## config.mk

```make
export PLATFORM = sky130hd
export DESIGN_NAME = i2c_master
export DESIGN_NICKNAME = d
export VERILOG_FILES = /design/src/rtl/i2c_pkg.sv /design/src/rtl/i2c_phase_timer.sv /design/src/rtl/i2c_master.sv
export SDC_FILE = /design/constraint.sdc
export NUM_CORES = 1
export LEC_CHECK = 0
export CAP_MARGIN = 25
export CORE_MARGIN = 5
export CORE_UTILIZATION = 50
export CTS_CLUSTER_DIAMETER = 150
export DETAILED_ROUTE_END_ITERATION = 7
export GPL_TIMING_DRIVEN = 0
export HOLD_SLACK_MARGIN = 0.06
export PLACE_DENSITY = 0.76
export SLEW_MARGIN = 40
export SYNTH_ARGS = -nofsm -noshare
export SYNTH_HDL_FRONTEND = slang
export SYNTH_SLANG_ARGS = --single-unit
export TNS_END_PERCENT = 5
```

## constraint.sdc

```tcl
create_clock -name clk -period 3.8 [get_ports clk]
set_input_delay 0.57 -clock clk [delete_from_list [all_inputs] [get_ports clk]]
set_output_delay 0.57 -clock clk [all_outputs]
set_load 0.02 [all_outputs]
```

## src/rtl/i2c_pkg.sv

```systemverilog
// i2c_pkg: shared definitions for the byte-level I2C bus master.
//   - command opcodes carried on cmd_op
//   - controller FSM states
//   - quarter-bit phase indices produced by the phase timer
package i2c_pkg;

  localparam logic [1:0] I2C_OP_START = 2'd0;
  localparam logic [1:0] I2C_OP_WRITE = 2'd1;
  localparam logic [1:0] I2C_OP_READ  = 2'd2;
  localparam logic [1:0] I2C_OP_STOP  = 2'd3;

  typedef enum logic [2:0] {
    ST_IDLE,
    ST_START,
    ST_BIT,
    ST_STOP,
    ST_HOLD
  } i2c_state_t;

  typedef enum logic [1:0] {
    Q0 = 2'd0,
    Q1 = 2'd1,
    Q2 = 2'd2,
    Q3 = 2'd3
  } i2c_quarter_t;

endpackage

```

## src/rtl/i2c_phase_timer.sv

```systemverilog
// i2c_phase_timer: divides clk into quarter-bit phases for the I2C master.
// Ports:
//   clk, rst_n  clock, asynchronous active-low reset
//   clr         restart at the beginning of Q0 (new bus step)
//   en          count while a bus step is in progress
//   stall       hold at the last clk of the current quarter (SCL stretching)
//   q_end       strobe on the last clk of each quarter
//   quarter     current quarter index 0..3
module i2c_phase_timer #(
  parameter int DIV = 63
) (
  input  logic       clk,
  input  logic       rst_n,
  input  logic       clr,
  input  logic       en,
  input  logic       stall,
  output logic       q_end,
  output logic [1:0] quarter
);
  import i2c_pkg::*;

  localparam logic [15:0] RELOAD = 16'(DIV - 1);

  logic [15:0] cnt;

  // Stall only gates the wrap, so a stretched quarter simply stays at its
  // last clk until the stall lifts.
  assign q_end = en && !clr && (cnt == 16'd0) && !stall;

  always_ff @(posedge clk or negedge rst_n) begin
    if (!rst_n) begin
      cnt     <= RELOAD;
      quarter <= Q0;
    end else if (clr) begin
      cnt     <= RELOAD;
      quarter <= Q0;
    end else if (en) begin
      if (cnt == 16'd0) begin
        if (!stall) begin
          cnt     <= RELOAD;
          quarter <= quarter + 2'd1;
        end
      end else begin
        cnt <= cnt - 16'd1;
      end
    end
  end

endmodule

```

## src/rtl/i2c_master.sv

```systemverilog
// i2c_master: byte-level open-drain I2C bus master.
// Executes one command at a time (START, WRITE, READ, STOP) from a
// valid/ready port and reports completion on a one-cycle response strobe.
// Ports:
//   clk, rst_n            clock, asynchronous active-low reset
//   scl_i, sda_i          bus line samples (2-flop synchronised inside)
//   scl_oe, sda_oe        1 = pull the line low; sda_o is tied 0
//   cmd_valid/cmd_ready   command handshake
//   cmd_op                0=START 1=WRITE 2=READ 3=STOP
//   cmd_wdata             byte for WRITE, MSB first
//   cmd_nack              READ only: send NACK after the byte
//   rsp_valid             one-cycle completion pulse
//   rsp_rdata, rsp_nack   READ data / WRITE ack bit (1 = NACK)
//   rsp_err               command illegal in the current bus state
//   bus_active            high between our START and our STOP
// Build option: define I2C_MASTER_CLK_STRETCH_EN to let slaves stretch SCL
// (Q2 of every step waits for synchronised SCL high).
module i2c_master #(
  parameter int DIV = 63
) (
  input  logic       clk,
  input  logic       rst_n,
  input  logic       scl_i,
  output logic       scl_oe,
  input  logic       sda_i,
  output logic       sda_o,
  output logic       sda_oe,
  input  logic       cmd_valid,
  output logic       cmd_ready,
  input  logic [1:0] cmd_op,
  input  logic [7:0] cmd_wdata,
  input  logic       cmd_nack,
  output logic       rsp_valid,
  output logic [7:0] rsp_rdata,
  output logic       rsp_nack,
  output logic       rsp_err,
  output logic       bus_active
);
  import i2c_pkg::*;

  i2c_state_t state, state_d;

  logic       scl_m1, scl_s, sda_m1, sda_s;
  logic       ready_q;
  logic [1:0] op_q;
  logic [7:0] wdata_q;
  logic       nack_q;
  logic [3:0] bit_idx;
  logic [7:0] shift_q;
  logic       ack_q;

  logic       accept, legal;
  logic       tmr_clr, tmr_en, stall, q_end;
  logic [1:0] quarter;
  logic       scl_oe_d, sda_oe_d, rsp_valid_d, rsp_err_d, rsp_nack_d;
  logic       bus_active_d, bit_drive, byte_done;
  logic [7:0] rsp_rdata_d;

  assign sda_o     = 1'b0;
  assign cmd_ready = ready_q;
  assign tmr_en    = (state == ST_START) || (state == ST_BIT) || (state == ST_STOP);

`ifdef I2C_MASTER_CLK_STRETCH_EN
  // A slave holding SCL low keeps Q2 open until the line is seen high.
  assign stall = tmr_en && (quarter == Q2) && !scl_s;
`else
  assign stall = 1'b0;
`endif

  i2c_phase_timer #(
    .DIV(DIV)
  ) u_timer (
    .clk    (clk),
    .rst_n  (rst_n),
    .clr    (tmr_clr),
    .en     (tmr_en),
    .stall  (stall),
    .q_end  (q_end),
    .quarter(quarter)
  );

  always_ff @(posedge clk or negedge rst_n) begin
    if (!rst_n) begin
      state <= ST_IDLE;
    end else begin
      state <= state_d;
    end
  end

  always_comb begin
    accept       = cmd_valid && ready_q;
    legal        = 1'b0;
    state_d      = state;
    scl_oe_d     = scl_oe;
    sda_oe_d     = sda_oe;
    rsp_valid_d  = 1'b0;
    rsp_err_d    = rsp_err;
    rsp_nack_d   = rsp_nack;
    rsp_rdata_d  = rsp_rdata;
    bus_active_d = bus_active;
    tmr_clr      = 1'b0;
    byte_done    = (state == ST_BIT) && q_end && (quarter == Q3) && (bit_idx == 4'd8);

    // Level the master puts on SDA for the current bit slot (1 = pull low).
    if (op_q == I2C_OP_WRITE) begin
      bit_drive = (bit_idx == 4'd8) ? 1'b0 : ~wdata_q[3'd7 - bit_idx[2:0]];
    end else begin
      bit_drive = (bit_idx == 4'd8) ? ~nack_q : 1'b0;
    end

    case (state)
      ST_IDLE, ST_HOLD: begin
        if (state == ST_IDLE) begin
          scl_oe_d = 1'b0;
          sda_oe_d = 1'b0;
          legal    = (cmd_op == I2C_OP_START) && scl_s && sda_s;
        end else begin
          scl_oe_d = 1'b1;
          legal    = 1'b1;
        end
        if (accept) begin
          if (legal) begin
            tmr_clr = 1'b1;
            case (cmd_op)
              I2C_OP_START: state_d = ST_START;
              I2C_OP_WRITE: state_d = ST_BIT;
              I2C_OP_READ:  state_d = ST_BIT;
              default:      state_d = ST_STOP;
            endcase
          end else begin
            rsp_valid_d = 1'b1;
            rsp_err_d   = 1'b1;
            rsp_nack_d  = 1'b0;
          end
        end
      end

      ST_START: begin
        case (quarter)
          Q0:      sda_oe_d = 1'b0;
          Q1:      scl_oe_d = 1'b0;
          default: sda_oe_d = 1'b1;
        endcase
        if (q_end && (quarter == Q3)) begin
          scl_oe_d     = 1'b1;
          state_d      = ST_HOLD;
          rsp_valid_d  = 1'b1;
          rsp_err_d    = 1'b0;
          rsp_nack_d   = 1'b0;
          bus_active_d = 1'b1;
        end
      end

      ST_BIT: begin
        sda_oe_d = bit_drive;
        scl_oe_d = (quarter == Q0) || (quarter == Q1);
        if (q_end && (quarter == Q3)) begin
          scl_oe_d = 1'b1;
        end
        if (byte_done) begin
          state_d     = ST_HOLD;
          rsp_valid_d = 1'b1;
          rsp_err_d   = 1'b0;
          if (op_q == I2C_OP_WRITE) begin
            rsp_nack_d = ack_q;
          end else begin
            rsp_nack_d  = 1'b0;
            rsp_rdata_d = shift_q;
          end
        end
      end

      ST_STOP: begin
        case (quarter)
          Q0: begin
            sda_oe_d = 1'b1;
            scl_oe_d = 1'b1;
          end
          Q1:      scl_oe_d = 1'b0;
          default: sda_oe_d = 1'b0;
        endcase
        if (q_end && (quarter == Q3)) begin
          state_d      = ST_IDLE;
          rsp_valid_d  = 1'b1;
          rsp_err_d    = 1'b0;
          rsp_nack_d   = 1'b0;
          bus_active_d = 1'b0;
        end
      end

      default: state_d = ST_IDLE;
    endcase
  end

  // Control and output registers; line enables are registered so SCL/SDA
  // never see combinational glitches, and reset releases them at once.
  always_ff @(posedge clk or negedge rst_n) begin
    if (!rst_n) begin
      scl_m1     <= 1'b1;
      scl_s      <= 1'b1;
      sda_m1     <= 1'b1;
      sda_s      <= 1'b1;
      ready_q    <= 1'b0;
      scl_oe     <= 1'b0;
      sda_oe     <= 1'b0;
      rsp_valid  <= 1'b0;
      rsp_err    <= 1'b0;
      rsp_nack   <= 1'b0;
      rsp_rdata  <= 8'h00;
      bus_active <= 1'b0;
      bit_idx    <= 4'd0;
    end else begin
      scl_m1     <= scl_i;
      scl_s      <= scl_m1;
      sda_m1     <= sda_i;
      sda_s      <= sda_m1;
      ready_q    <= !accept && ((state_d == ST_IDLE) || (state_d == ST_HOLD));
      scl_oe     <= scl_oe_d;
      sda_oe     <= sda_oe_d;
      rsp_valid  <= rsp_valid_d;
      rsp_err    <= rsp_err_d;
      rsp_nack   <= rsp_nack_d;
      rsp_rdata  <= rsp_rdata_d;
      bus_active <= bus_active_d;
      if (accept && legal) begin
        bit_idx <= 4'd0;
      end else if ((state == ST_BIT) && q_end && (quarter == Q3) && (bit_idx != 4'd8)) begin
        bit_idx <= bit_idx + 4'd1;
      end
    end
  end

  // Command capture and received-bit shifting; SDA is sampled on the last
  // clk of Q2 while SCL is high.
  always_ff @(posedge clk) begin
    if (accept && legal) begin
      op_q    <= cmd_op;
      wdata_q <= cmd_wdata;
      nack_q  <= cmd_nack;
    end
    if ((state == ST_BIT) && q_end && (quarter == Q2)) begin
      if (bit_idx == 4'd8) begin
        ack_q <= sda_s;
      end else begin
        shift_q <= {shift_q[6:0], sda_s};
      end
    end
  end

endmodule

```

==> metrics.txt, run 1 <==
RR Startpoint u_timer.cnt[3]; clk sinks 64; Max Fanout on Critical Path 19; FF-to-FF End shift_q[7]; Core ar. 5990 um2; Pleak 1.47 nW; total gr overflow 0; Setup crit end kind register; top-count cell post-synth dfrtp_1; Crit-path slowest cell a21oi_1; Antenna Cells 0; post-synthesis simple-gate area fraction 0.186; Max Fclk 375 MHz; worst vdd ir 455 uV; status completed; io pins 32; largest family of logic cells by synthesized area simple AND/OR/NAND/NOR gates; Starting Density 0.518; Top FF cell, synth dfrtp_1; Post-Syn Instances 260; CP Launch Type primary input; Die Ht 88.8 um; clk_skew 3.07 ps; Max Slew Vio Count 0; slew margin rel. 0.496; Hold Crit Start scl_m1; Synth Area in Adders 0.0323; Area contributors post-synth dfrtp_1 (28%), edfxtp_1 (19%), dfstp_2 (7.6%); fraction of synthesized area in multiplexers 0.0500; pwr/cell area 624 nW/um2; Post-CTS Resized 0; Synth top area share 0.282; Clk Tree Root Cell clkbuf_8; #FFs+latches synth 64; final wirelength 6390 um; CP Data Arrival Time 2910 ps; CP Buf/Inv Count 3; post-synthesis cell area 3100 um2; Clk Latency, worst-skew pair 340 ps; XOR/XNOR share of the synthesized area 0.00565; DP Worst Slack 778 ps; initial antenna violation count 0; number of global-route vias before repair 2269; fill cell count 461; Finished Core Util 0.620; Hold Path End scl_s; Hold Path Class reg -> reg; clk slew on worst S/H paths 70 ps; FF-to-FF path depth 5; sequential-to-total area share from yosys stat 0.552; Compound-Gate Fraction of Synth Area 0.137; largest net degree at the start of global routing 35; setup TNS 0 ps; Power, Total 2.32 mW; max-cap violations 0; via count 2274; H-tree depth 3; antenna viol nets, final 0; Syn Area/Cell 11.9 um2; Async S/R FF share, synth 0.688; Nets 327; Slew @ Worst Pin 747 ps; Distinct cells, synth 60; initial DRC count 124; Post-synth EDFFs 20; Final Critical Period 2670 ps; row count 28; CP top delay family buffers and inverters; Crit path largest cell delay 560 ps; first-pass GRT wire length 10900 um; Syn-to-layout area delta 19.7%; dpl hpwl 4400 um; critical path class in -> reg; synth cell count leaders dfrtp_1 (35), a21oi_1 (23), edfxtp_1 (20); Yosys warnings 0; Synth area leader dfrtp_1; CTS tree done; Final Setup Violations 0; worst path cell trace clkdlybuf4s50_1, inv_1, ha_1, a31o_2, nand2_1, clkinv_1, a21oi_1, nand3_1; WHS Path Cells 0; layout cells sized above 1 0.185; die area 7880 um2; WL/cell 16.7 um; Port Buffers 30; critical path required time 4050 ps; Total GRT Usage 0.182; GPL Wtd Cong 0.908; vias per inst 5.94; clock tree buffer depth 2; drt pass-1 iters 5; syn_nets 284; worst reg-to-reg setup slack 1180 ps; Final Hold Viols 0; DRC 0; RSZ-0062 raised after global routing no; Die Width 88.8 um; Final WS setup 1130 ps; Tcrit/Tclk final 0.702; cts bufs inserted 9
-- cell type report --
| cell class | count | area (um2) | area share |
|---|---|---|---|
| Inverter | 15 | 56.3 | 0.0152 |
| Multi-Input combinational cell | 171 | 1280 | 0.344 |
| Timing Repair Buffer | 32 | 328 | 0.0883 |
| Sequential cell | 64 | 1710 | 0.461 |
| Tap cell | 75 | 93.8 | 0.0253 |
| Clock inverter | 4 | 45.0 | 0.0121 |
| Clock buffer | 12 | 145 | 0.0391 |
| Buffer | 10 | 55.1 | 0.0148 |
-- layout by cell type (no fill, tap or decap), types with 9 or more instances in the layout --
cell type | synthesis | routed
inv_1 | 14 | 14
o21ai_0 | 18 | 18
nand3_1 | 10 | 10
a21oi_1 | 23 | 23
dfstp_2 | 9 | 9
nand2_1 | 16 | 16
dfrtp_1 | 35 | 35
clkdlybuf4s50_1 | 0 | 29
o31ai_1 | 9 | 9
clkbuf_8 | 0 | 10
edfxtp_1 | 20 | 20
-- through the flow --
stage | cells | cell area [um2] | hold WS, ps
floorplan | 260 | 3100 | 274
global placement | 365 | 3500 | 346
detailed placement | 366 | 3510 | 349
CTS | 383 | 3710 | 359
global route | 383 | 3710 | 366
finish | 383 | 3710 | 358
-- routing by layer --
layer  routed length (um)  GRT usage  up-vias
met2                 2920      0.267       85
li1                     -          -     1061
met3                  433     0.0559       13
met5                    0          0        -
met4                  109     0.0797        0
met1                 2930      0.250     1115
-- cell families (layout without fill, tap and decap cells) --
| logic type | count (synthesis) | count (layout) |
|---|---|---|
| xor+xnor | 2 | 2 |
| compound gates | 66 | 66 |
| flops | 64 | 64 |
| other cells | 1 | 1 |
| simple gates | 82 | 82 |
| fa+ha+maj | 8 | 8 |
| mux | 12 | 12 |
| buf+inv | 25 | 73 |
-- how the worst max path moves through the flow --
stage / slack (ps) / start / endpoint / cells past startpoint
4_1_cts: 1130 / cmd_op[0] / u_timer.cnt[2] / 8
3_3_place_gp: 810 / cmd_op[0] / u_timer.cnt[2] / 8
5_1_grt: 950 / cmd_op[0] / u_timer.cnt[2] / 8
6_report: 1130 / cmd_op[0] / u_timer.cnt[2] / 8
3_5_place_dp: 780 / cmd_op[0] / u_timer.cnt[5] / 8
2_1_floorplan: 1630 / u_timer.cnt[3] / shift_q[0] / 5
-- repair_timing --
action,CTS,global route
buffers inserted,0,0
hold endpoints to repair,2,0
hold buffers,1,0
-- flip-flops by register name, summed over array words and instances (netlist names) --
| signal | flops |
|---|---|
| scl_oe | 1 |
| sda_s | 1 |
| bit_idx | 4 |
| bus_active | 1 |
| sda_m1 | 1 |
| scl_s | 1 |
| op_q | 2 |
| scl_m1 | 1 |
| sda_oe | 1 |
| cmd_ready | 1 |
| u_timer.cnt | 16 |
| state | 3 |
| rsp_nack | 1 |
| nack_q | 1 |
| wdata_q | 8 |
| rsp_err | 1 |
| rsp_valid | 1 |
| u_timer.quarter | 2 |
| shift_q | 8 |
| rsp_rdata | 8 |
| ack_q | 1 |
-- power by group --
part	leakage (nW)	switching, mW	internal, mW
Sequential	0.720	0.197	0.867
Clock	0.100	0.253	0.318
Combinational	0.646	0.365	0.316
Total	1.47	0.816	1.50
Note: power is estimated with default switching activity, not from simulation.
==> inputs of run 2 (changes only) <==
==> constraint.sdc (replaced) <==
create_clock -name clk -period 2.5 [get_ports clk]
set_input_delay 0.375 -clock clk [delete_from_list [all_inputs] [get_ports clk]]
set_output_delay 0.375 -clock clk [all_outputs]
set_load 0.02 [all_outputs]
==> run 2 against run 1 <==
Effect of this change: core utilization is 0.19 points higher; via count shrank 0.97%; die area unchanged; critical path depth down 3; largest power group unchanged; combinational power up 53%; register-to-register slack worse by 1000 ps; setup slack got worse by 980 ps; clock skew up 1.3 ps; sequential power is 53% higher.
==> metrics.txt, run 2 (same netlist as run 1, synthesis figures left out) <==
initial DRC count 125 (+0.81%); cts bufs inserted 9 (unchanged); clk sinks 64 (unchanged); H-tree depth 3 (unchanged); Pleak 1.46 nW (-0.20%); via count 2252 (-0.97%); Tcrit/Tclk final 0.939; CP Launch Type register; final wirelength 6370 um (-0.36%); Starting Density 0.518 (unchanged); initial antenna violation count 0 (unchanged); Die Ht 88.8 um (unchanged); Finished Core Util 0.622 (+0.00188); Nets 327 (unchanged); Final Setup Violations 0 (unchanged); CTS tree done; slew margin rel. 0.495 (-0.00190); worst reg-to-reg setup slack 150 ps (-1030 ps); WL/cell 16.6 um (-0.36%); commonest cells after routing, fill and taps aside dfrtp_1 (35), clkdlybuf4s50_1 (29), a21oi_1 (23), edfxtp_1 (20), o21ai_0 (18); commonest non-fill, non-tap cell in the layout dfrtp_1; pwr/cell area 945 nW/um2 (+51%); hold slack 360 ps (+2.11 ps); Total GRT Usage 0.182 (unchanged); critical path required time 2520 ps (-1530 ps); largest net degree at the start of global routing 35 (unchanged); Placed Area 3510 um2 (unchanged); Max Fclk 426 MHz; Port Buffers 30 (unchanged); clock tree buffer depth 2 (unchanged); FF-to-FF path depth 5 (unchanged); Clk Latency, worst-skew pair 340 ps (about the same); sequential power share 0.460 (about the same); dpl hpwl 4400 um (unchanged); Final Critical Period 2350 ps; CP Data Arrival Time 2370 ps (-540 ps); NetSw 1.24 mW (+52%); Clk Tree Root Cell clkbuf_8; Post-CTS Repair Setup Buffers 0 (unchanged); Setup crit end kind register; Antenna Cells 0 (unchanged); row count 28 (unchanged); Biggest register u_timer.cnt; critical path class reg -> reg; GPL Wtd Cong 0.908 (unchanged); combinational power share 0.294 (about the same); max-cap violations 0 (unchanged); CP Capture Point shift_q[7]; Final WS setup 153 ps (-981 ps); drt pass-1 iters 5 (unchanged); DRC 0 (unchanged); RSZ-0062 raised after global routing no; first-pass GRT wire length 10900 um (unchanged); Hold Path Class reg -> reg; FF-to-FF End shift_q[7]; Clk pwr share 0.246 (about the same); Power, Total 3.52 mW (+52%); vias per inst 5.88 (-0.97%); total gr overflow 0 (unchanged); Hold Crit Start scl_m1; cell area after layout 3720 um2 (+0.30%); worst vdd ir 690 uV (+52%); Final Hold Viols 0 (unchanged); die area 7880 um2 (unchanged); clk_skew 4.32 ps (+1.25 ps); Pint 2.28 mW (+52%); max FFs per register 16 (unchanged); number of global-route vias before repair 2269 (unchanged); Die Width 88.8 um (unchanged); antenna viol nets, final 0 (unchanged); Syn-to-layout area delta 20.1%; Slew @ Worst Pin 750 ps (+2.82 ps); layout cells sized above 1 0.192 (+0.00649); io pins 32 (unchanged); Core ar. 5990 um2 (unchanged); RR Startpoint u_timer.cnt[3]; Setup crit start u_timer.cnt[3]; Max Fanout on Critical Path 8 (-11); DP Worst Slack -327 ps (-1110 ps); Switching Fraction 0.352 (about the same); status completed; Max Slew Vio Count 0 (unchanged); clk slew on worst S/H paths 70 ps (about the same)
run 2: critical path, cell delays in order (launching register included):
cell and delay (ps):
dfstp_2 410, nor4_4 530, and4b_1 280, clkbuf_1 270
nand4_1 250, nor2_4 290
run 2: area by class of cell:
cell class / count / area, um2
timing repair buffer: 32 / 328
buffer: 10 / 55.1
multi-input combinational: 171 / 1280
fill: 462 / 2270
sequential: 64 / 1710
clock buffer: 12 / 145
clock inverter: 4 / 45.0
tap: 75 / 93.8
inverter: 15 / 60.1
run 2: worst min path at each step:
stage	end	slack [ps]	cells after the start
floorplan	bit_idx[0]	80	0
global placement	scl_s	350	0
detailed placement	u_timer.cnt[14]	220	1
CTS	scl_s	360	0
global route	scl_s	370	0
finish	scl_s	360	0
run 2: power by group through the flow:
stage	sequential [mW]	combinational [mW]	clock, mW
floorplan	1.59	0.756	0
global placement	1.62	0.985	0
detailed placement	1.63	1.02	0
CTS	1.61	1.04	0.888
global route	1.66	1.17	0.934
finish	1.62	1.04	0.865
run 2: metal layers:
layer	global-route usage	wire length (um)	vias up
met5	0	0	-
met4	0.0797	125	0
met3	0.0559	378	16
met2	0.267	2890	63
met1	0.250	2980	1110
li1	-	-	1063
run 2: what timing repair did:
item | CTS | global route
gates resized for setup | 1 | 2
setup endpoints to repair | 8 | 12
pin swaps | 0 | 0
hold endpoints to repair | 2 | 0
gates cloned | 0 | 0
hold buffers | 1 | 0
run 2: per-stage QoR:
stage / instances / setup TNS, ps
after floorplan: 260 / 0
after global placement: 365 / -8660
after detailed placement: 366 / -2160
after CTS: 383 / 0
after global routing: 383 / 0
final: 383 / 0
